File: src/rtl/seq_arith_unit_if.sv
// Handshake and operand bus for seq_arith_unit: the controller drives start,
// operands, ctrl and acc_clr, and the unit answers with busy/done/err/out.
interface seq_arith_unit_if #(
  parameter int WIDTH = 8
);
  logic               start;
  logic [WIDTH-1:0]   A;
  logic [WIDTH-1:0]   B;
  logic [1:0]         ctrl;
  logic               acc_clr;
  logic               busy;
  logic               done;
  logic               err;
  logic [2*WIDTH-1:0] out;

  modport master (
    output start, A, B, ctrl, acc_clr,
    input  busy, done, err, out
  );

  modport slave (
    input  start, A, B, ctrl, acc_clr,
    output busy, done, err, out
  );
endinterface

File: src/rtl/seq_arith_unit.sv
// Iterative unsigned MUL / DIV / ADD / MAC unit with a start/busy/done handshake.
// MUL/MAC use shift-add and DIV uses restoring division over one shared register.
module seq_arith_unit #(
  parameter int WIDTH = 8
) (
  input  logic               clk,
  input  logic               rst,
  seq_arith_unit_if.slave    bus
);
  localparam int CW = $clog2(WIDTH) + 1;
  localparam logic [CW-1:0] LAST = CW'(WIDTH - 1);
  localparam logic [1:0] OP_MUL = 2'b00;
  localparam logic [1:0] OP_DIV = 2'b01;
  localparam logic [1:0] OP_ADD = 2'b10;
  localparam logic [1:0] OP_MAC = 2'b11;

  typedef enum logic [1:0] {IDLE, RUN, DONE} state_t;

  state_t             state_reg, state_next;
  logic [WIDTH-1:0]   a_reg, b_reg;
  logic [1:0]         op_reg;
  logic [CW-1:0]      cnt_reg;
  logic [2*WIDTH-1:0] p_reg, p_next;
  logic [2*WIDTH-1:0] acc_reg, out_reg;
  logic               err_reg;

  logic [WIDTH:0]     mul_sum;
  logic [WIDTH:0]     div_shift;
  logic [WIDTH-1:0]   div_diff;
  logic               div_ge;
  logic [2*WIDTH:0]   mac_sum;
  logic [WIDTH:0]     add_sum;

  always_ff @(posedge clk or negedge rst) begin
    if (!rst) state_reg <= IDLE;
    else      state_reg <= state_next;
  end

  always_comb begin
    state_next = state_reg;
    case (state_reg)
      IDLE: begin
        if (bus.start) begin
          if (bus.ctrl == OP_ADD || (bus.ctrl == OP_DIV && bus.B == '0))
            state_next = DONE;
          else
            state_next = RUN;
        end
      end
      RUN:     if (cnt_reg == LAST) state_next = DONE;
      DONE:    state_next = IDLE;
      default: state_next = IDLE;
    endcase
  end

  // p_reg holds {partial product, multiplier} for MUL/MAC and {remainder, quotient} for DIV.
  always_comb begin
    mul_sum   = {1'b0, p_reg[2*WIDTH-1:WIDTH]} + {1'b0, {WIDTH{p_reg[0]}} & a_reg};
    div_shift = {p_reg[2*WIDTH-1:WIDTH], p_reg[WIDTH-1]};
    div_ge    = div_shift >= {1'b0, b_reg};
    div_diff  = div_shift[WIDTH-1:0] - b_reg;
    if (op_reg == OP_DIV)
      p_next = {(div_ge ? div_diff : div_shift[WIDTH-1:0]), p_reg[WIDTH-2:0], div_ge};
    else
      p_next = {mul_sum, p_reg[WIDTH-1:1]};
    mac_sum = {1'b0, acc_reg} + {1'b0, p_next};
    add_sum = {1'b0, bus.A} + {1'b0, bus.B};
  end

  always_ff @(posedge clk or negedge rst) begin
    if (!rst) begin
      a_reg   <= '0;
      b_reg   <= '0;
      op_reg  <= '0;
      cnt_reg <= '0;
      p_reg   <= '0;
      acc_reg <= '0;
      out_reg <= '0;
      err_reg <= 1'b0;
    end else begin
      case (state_reg)
        IDLE: begin
          if (bus.acc_clr) acc_reg <= '0;
          if (bus.start) begin
            a_reg   <= bus.A;
            b_reg   <= bus.B;
            op_reg  <= bus.ctrl;
            cnt_reg <= '0;
            p_reg   <= (bus.ctrl == OP_DIV) ? {{WIDTH{1'b0}}, bus.A} : {{WIDTH{1'b0}}, bus.B};
            if (bus.ctrl == OP_ADD) begin
              out_reg <= {{(WIDTH-1){1'b0}}, add_sum};
              err_reg <= 1'b0;
            end else if (bus.ctrl == OP_DIV && bus.B == '0) begin
              out_reg <= {bus.A, {WIDTH{1'b1}}};
              err_reg <= 1'b1;
            end
          end
        end
        RUN: begin
          p_reg   <= p_next;
          cnt_reg <= cnt_reg + CW'(1);
          if (cnt_reg == LAST) begin
            if (op_reg == OP_MAC) begin
              // Overflow past 2*WIDTH bits saturates the accumulator.
              if (mac_sum[2*WIDTH]) begin
                acc_reg <= '1;
                out_reg <= '1;
                err_reg <= 1'b1;
              end else begin
                acc_reg <= mac_sum[2*WIDTH-1:0];
                out_reg <= mac_sum[2*WIDTH-1:0];
                err_reg <= 1'b0;
              end
            end else begin
              out_reg <= p_next;
              err_reg <= 1'b0;
            end
          end
        end
        default: ;
      endcase
    end
  end

  assign bus.busy = (state_reg != IDLE);
  assign bus.done = (state_reg == DONE);
  assign bus.err  = err_reg;
  assign bus.out  = out_reg;
endmodule

File: src/flat_wrapper.sv
// flat-port wrapper written by rule: the top's interface ports become plain ports
module seq_arith_unit_flat 
#(
  parameter int WIDTH = 8
)
  (clk, rst, bus_start, bus_A, bus_B, bus_ctrl, bus_acc_clr, bus_busy, bus_done, bus_err, bus_out);
  seq_arith_unit_if #(.WIDTH(WIDTH)) bus_i ();
  input  logic clk;
  input  logic rst;
  input wire logic [$bits(bus_i.start)-1:0] bus_start;
  input wire logic [$bits(bus_i.A)-1:0] bus_A;
  input wire logic [$bits(bus_i.B)-1:0] bus_B;
  input wire logic [$bits(bus_i.ctrl)-1:0] bus_ctrl;
  input wire logic [$bits(bus_i.acc_clr)-1:0] bus_acc_clr;
  output wire logic [$bits(bus_i.busy)-1:0] bus_busy;
  output wire logic [$bits(bus_i.done)-1:0] bus_done;
  output wire logic [$bits(bus_i.err)-1:0] bus_err;
  output wire logic [$bits(bus_i.out)-1:0] bus_out;
  assign bus_i.start = bus_start;
  assign bus_i.A = bus_A;
  assign bus_i.B = bus_B;
  assign bus_i.ctrl = bus_ctrl;
  assign bus_i.acc_clr = bus_acc_clr;
  assign bus_busy = bus_i.busy;
  assign bus_done = bus_i.done;
  assign bus_err = bus_i.err;
  assign bus_out = bus_i.out;
  seq_arith_unit #(.WIDTH(WIDTH)) u_core (.clk(clk), .rst(rst), .bus(bus_i));
endmodule
File: config.mk
export PLATFORM = sky130hd
export DESIGN_NAME = seq_arith_unit_flat
export DESIGN_NICKNAME = d
export VERILOG_FILES = /design/src/rtl/seq_arith_unit_if.sv /design/src/rtl/seq_arith_unit.sv /design/src/flat_wrapper.sv
export SDC_FILE = /design/constraint.sdc
export NUM_CORES = 1
export LEC_CHECK = 0
export BUFFER_PORTS_ARGS = -buffer_cell sky130_fd_sc_hd__buf_2
export CAP_MARGIN = 5
export CORE_MARGIN = 5
export CORE_UTILIZATION = 45
export DETAILED_ROUTE_END_ITERATION = 10
export GPL_TIMING_DRIVEN = 0
export RECOVER_POWER = 100
export SYNTH_ARGS = -nofsm -noshare
export SYNTH_HDL_FRONTEND = slang
export SYNTH_SLANG_ARGS = --single-unit
export TNS_END_PERCENT = 10
File: constraint.sdc
create_clock -name clk -period 4.21 [get_ports clk]
set_input_delay 0.2105 -clock clk [delete_from_list [all_inputs] [get_ports clk]]
set_output_delay 0.2105 -clock clk [all_outputs]
set_load 0.02 [all_outputs]
# Word-level counts from Yosys, hierarchy flattened
# Index checks and enable logic that the tools add are counted.
# Widths: inputs -> output; s select.
[word_totals]
elab_cells = 68
in_bits = 22
output_inout_bits = 19
ff_bits = 73
[op_classes]
reduce_logical = 11
order_cmp = 1
muxes = 29
n_addsub = 5
bitwise_logic = 1
eq_ne = 12
[ops]
columns = ["cell", "n"]
rows = [
  ["$mux 16", 11],
  ["$pmux 16 s2", 3],
  ["$add 8x8->9", 2],
  ["$add 16x16->17", 1],
  ["$mux 8", 2],
  ["$ge 9x8->1", 1],
  ["$and 8x8->8", 1],
  ["$logic_not 8->1", 1],
  ["$pmux 4 s2", 1],
  ["$reduce_and 4->1", 2],
  ["$sub 8x8->8", 1],
  ["$eq 2x1->1 const B", 3],
  ["$eq 2x2->1 const B", 3],
  ["$mux 1", 6],
  ["$mux 2", 3],
  ["$reduce_and 2->1", 3],
  ["$add 4x1->4 const B", 1],
  ["$eq 4x3->1 const B", 1],
  ["$mux 4", 1],
  ["$ne 2x1->1 const B", 2],
  ["$ne 2x2->1 const B", 2],
  ["$pmux 2 s2", 1],
  ["$reduce_bool 2->1", 2],
  ["$ne 3x1->1 const B", 1],
  ["other kinds (4)", 4],
]

# Longest topological paths before layout
[depth]
depth_word = 8
mapped_depth = 19
depth_no_buf = 18

# Least setup slack after synthesis
# Ideal clock, no wire load.
[synth_timing]
path_kind = "register to register"
from = "register u_core.p_reg[13]"
to = "register u_core.out_reg[15] (netlist: u_core.bus.out[15])"
path_stages_with_launch = 16
setup_ns = 0.126
arrival_ns = 3.632
n_path_buf = 1
synth_period_minus_slack_ns = 3.758
slack_ns = 0.452
required_ns = 4.084
path_cell_list = "dfrtp_1 > ha_1 > a21o_1 > a211o_1 > a31oi_4 > buf_6 > mux2_4 > mux2i_1 > ha_1 > a211oi_1 > nor2_1 > o31ai_1 > o41ai_2 > mux2i_1 > and2_1 > o32a_1"
[synth_via]
elab_chain_cells = 8
word_cells_on_any_way = 10
classes_between = "3 x add/sub; 1 x order compare; 6 x mux"
[synth_lines]
columns = ["item", "line", "text"]
rows = [
  ["from (decl)", "seq_arith_unit.sv:23", "logic [2*WIDTH-1:0] p_reg, p_next;"],
  ["from (signal assigned)", "seq_arith_unit.sv:89", "p_reg <= (bus.ctrl == OP_DIV) ? {{WIDTH{1'b0}}, bus.A} : {{WIDTH{1'b0}}, bus.B};"],
  ["from (signal assigned)", "seq_arith_unit.sv:100", "p_reg <= p_next;"],
  ["$sub 8x8->8 / $ge 9x8->1 (equally long branches)", "seq_arith_unit.sv:61, seq_arith_unit.sv:60", ""],
  ["$mux 8", "seq_arith_unit.sv:63", "p_next = {(div_ge ? div_diff : div_shift[WIDTH-1:0]), p_reg[WIDTH-2:0], div_ge};"],
  ["$mux 16 (*)", "seq_arith_unit.sv:62", "if (op_reg == OP_DIV)"],
  ["$add 16x16->17", "seq_arith_unit.sv:66", "mac_sum = {1'b0, acc_reg} + {1'b0, p_next};"],
  ["$mux 16", "seq_arith_unit.sv:105", "if (mac_sum[2*WIDTH]) begin"],
  ["$mux 16 (*)", "seq_arith_unit.sv:103", "if (op_reg == OP_MAC) begin"],
  ["$mux 16 (*)", "seq_arith_unit.sv:102", "if (cnt_reg == LAST) begin"],
  ["$pmux 16 s2 (*)", "seq_arith_unit.sv:81", "case (state_reg)"],
  ["to (signal assigned)", "seq_arith_unit.sv:91", "out_reg <= {{(WIDTH-1){1'b0}}, add_sum};"],
  ["to (signal assigned)", "seq_arith_unit.sv:111", "out_reg <= mac_sum[2*WIDTH-1:0];"],
  ["to (signal assigned)", "seq_arith_unit.sv:115", "out_reg <= p_next;"],
  ["to (decl)", "seq_arith_unit.sv:24", "logic [2*WIDTH-1:0] acc_reg, out_reg;"],
]
# Every way passes the cells marked *; elsewhere a longest branch is shown, timed or not. The select of a mux whose other input is x is not followed.
# A chain may end at the register's enable or synchronous reset.

# Final worst setup path
[layout_timing]
from = "register u_core.p_reg[13]"
to = "register u_core.out_reg[9] (netlist: u_core.bus.out[9])"
# Same word-level chain as after synthesis.

==> results.toml <==
[drt]
ant_nets = 0
drtIter0Drc = 338
met2_length_mm = 7.754
via_count = 5100
drt-met1-wl_mm = 7.768
wl_met3_mm = 1.019
drc_errors = 0
wl_mm = 17.08
top_layer = "met4"
drt-pass1-iter-count = 7
avgViaCountPerCell = 6.043
wl_per_cell_um = 20.24

[sta]
hold-worst-slack_ns = 0.1316
hold_viol = 0
worstMarginPinSlew_ns = 1.658
max_freq_mhz = 243.5
finalCriticalPeriod_ns = 4.107
finalSetupViolCount = 0
relSlewSlack_pct = -10.51
post-route-period-util_pct = 97.55
final.setup_skew_ns = 0.008945
drv_slew = 30
finalWorstSetupSlack_ns = 0.1033

[clocking]
cts_tree = "built"
clk_pin_slew_worst_paths_ns = 0.06
cts_buffers = 9
cts_root_buf = "clkbuf_16"
cts.sinks = 73
cts_htree_levels = 3
clock_latency_ns = 0.34
clk_path_buf_depth = 2

[synthesis]
yosysUniqueCellTypes = 73
syn_avg_cell_area_um2 = 8.731
synth_seq_area_share_pct = 33.16
ys_async_sr_fraction_pct = 100.0
synthCells = 631
synth_edf_count = 0
ys_warn_count = 0
syn-num-nets = 698
syn_area_um2 = 5509
ys.flop_type = "dfrtp_1"
yosys_register_bits = 73

[floorplan]
die_area_um2 = 14560
die_x_um = 120.6
boundaryPins = 41
core_um2 = 12010
start_util_pct = 45.86
die_height_um = 120.6
rows = 40

[global_routing]
grt_usage_pct = 23.71
antenna_found_initial = 0
grt_pass1_wl_mm = 26.64
grt_max_degree = 46
grt-ovfl-total = 0
grt_pass1_vias = 4869

[setup_path]
cp-start-kind = "flop"
critPathKind = "flop to flop"
crit_path_cell_trace = "ha_1 > a21o_1 > a211o_1 > a31oi_4 > buf_6 > mux2i_4 > o21ai_1 > ha_2 > a21oi_2 > o21ai_0 > a21o_1 > o21bai_4 > nor2_1 > o221a_1 > a21oi_1"
cp_max_fo = 10
max_stage_delay_ns = 0.43
ff2ff_path_depth = 15
cp.arrival_ns = 4.32
cp_common_cell = "a21o_1"
cp-end-kind = "flop"
cp.required_ns = 4.43
cp_slowest_cell = "dfrtp_1"

[finish]
fillers = 1139
n_antenna_cell = 0
drive_gt1_share_pct = 14.92
area_growth_pct = 15.44
nets = 759

[status]
violations = "max-capacitance violations, max-slew violations"
status = "complete, but fails checks"

[job]
maxCapViolations = 1

[placed_design]
place_hpwl_mm = 13.09
pre_cts_ws_ns = -0.1420
portBuffers = 40
gp_congestion = 0.9923

[worst_hold_path]
hold_path_depth = 2
min_path_type = "input pin to flop"
==> Yosys cell counts, types with 6 or more instances <==
cell,count,area (um^2)
a211oi_1,9,67.56
a21o_1,11,82.58
a21oi_1,40,200.2
a22o_1,8,70.07
a22oi_1,7,52.55
and2_1,8,50.05
buf_2,7,35.03
clkbuf_1,13,48.80
dfrtp_1,73,1827
ha_1,41,513.0
inv_1,26,97.59
mux2_2,12,135.1
mux2i_1,14,140.1
nand2_1,75,281.5
nand2b_1,11,68.82
nor2_1,52,195.2
nor2b_1,12,75.07
nor3_1,6,30.03
o211ai_1,9,67.56
o21a_1,8,60.06
o21ai_0,67,335.3
o21ai_1,7,35.03
or2_2,6,37.54
xnor2_1,18,157.7
==> kinds of logic after synthesis <==
group	Yosys count	share of synthesized area, %
XOR/XNOR	23	3.657
AND/OR/NAND/NOR	191	16.17
adder cells (fa/ha/maj)	45	10.77
buffers and inverters	54	4.610
multiplexers	27	5.269
AO/OA/AOI/OAI	218	26.37
flip-flops	73	33.16
==> critical path: cells and delay by family (launching register included) <==
family,cells,cell delay (ns)
AO/OA/AOI/OAI,10,2.05
AND/OR/NAND/NOR,1,0.27
buffers and inverters,1,0.22
adder cells (fa/ha/maj),2,0.71
flip-flops,1,0.43
multiplexers,1,0.29
==> layer usage <==
metal | GRT usage (%) | vias to the layer above
met3 | 3.274 | 34
met5 | 0 | -
li1 | - | 2407
met2 | 36.22 | 194
met1 | 33.27 | 2465
met4 | 10.84 | 0
==> layout make-up <==
cell class | instances | area, um^2 | share of cell area (%)
plain buffers | 28 | 155.1 | 2.440
clock buffers | 13 | 250.2 | 3.935
clock inverters | 3 | 40.04 | 0.6295
inverters | 26 | 97.59 | 1.535
multi-input cells | 504 | 3553 | 55.87
flip-flops and latches | 73 | 1829 | 28.76
well taps | 147 | 183.9 | 2.892
repair buffers | 50 | 250.2 | 3.935
==> stage by stage <==
stage | utilization (%) | std cells | instance area (um^2) | TNS [ns]
6_report | 52.95 | 844 | 6360 | 0
5_1_grt | 52.95 | 844 | 6360 | -0.2670
4_1_cts | 51.97 | 836 | 6242 | 0
3_5_place_dp | 49.31 | 819 | 5923 | -0.6252
3_3_place_gp | 49.06 | 818 | 5893 | -0.4228
2_1_floorplan | - | 631 | 5509 | 0
==> timing repair <==
item	in CTS	in global routing
endpoints found under the setup margin	15	31
hold buffers	1	0
setup buffers	0	8
gates resized for setup	5	29
endpoints found under the hold margin	28	0
pin swaps	0	4
==> path summary, 6_finish.rpt <==
| path | start | to | slack [ns] |
|---|---|---|---|
| setup / recovery | u_core.p_reg[13]$_DFFE_PN0P_ | u_core.bus.out[9]$_DFFE_PN0P_ | 0.10 |
| hold / removal | bus_ctrl[1] | u_core.op_reg[1]$_DFFE_PN0P_ | 0.13 |
| setup reg to reg | u_core.p_reg[13]$_DFFE_PN0P_ | u_core.bus.out[9]$_DFFE_PN0P_ | 0.10 |
| hold reg to reg | u_core.acc_reg[0]$_DFFE_PN0P_ | u_core.acc_reg[0]$_DFFE_PN0P_ | 0.49 |
| max in group asynchronous | rst | u_core.p_reg[0]$_DFFE_PN0P_ | 1.40 |
| min in group asynchronous | rst | u_core.acc_reg[11]$_DFFE_PN0P_ | 0.84 |
==> layout by cell type, fill, tap and decap left out, types with 6 or more instances in the layout <==
cell       instances
a211oi_1           9
a21o_1            11
a21oi_1           38
a22o_1             8
a22oi_1            7
and2_1             8
buf_2             23
buf_4              8
buf_6              6
clkbuf_1          40
clkbuf_16          9
dfrtp_1           71
ha_1              35
inv_1             26
mux2_2            12
mux2i_1           11
nand2_1           75
nand2b_1          11
nor2_1            53
nor2b_1           11
nor3_1             6
o211ai_1           9
o21a_1             8
o21ai_0           63
o21ai_1            9
or2_2              6
xnor2_1           18
Power is not shown: default switching activity piles up to over one toggle a cycle in this logic, so the estimate is an artifact.
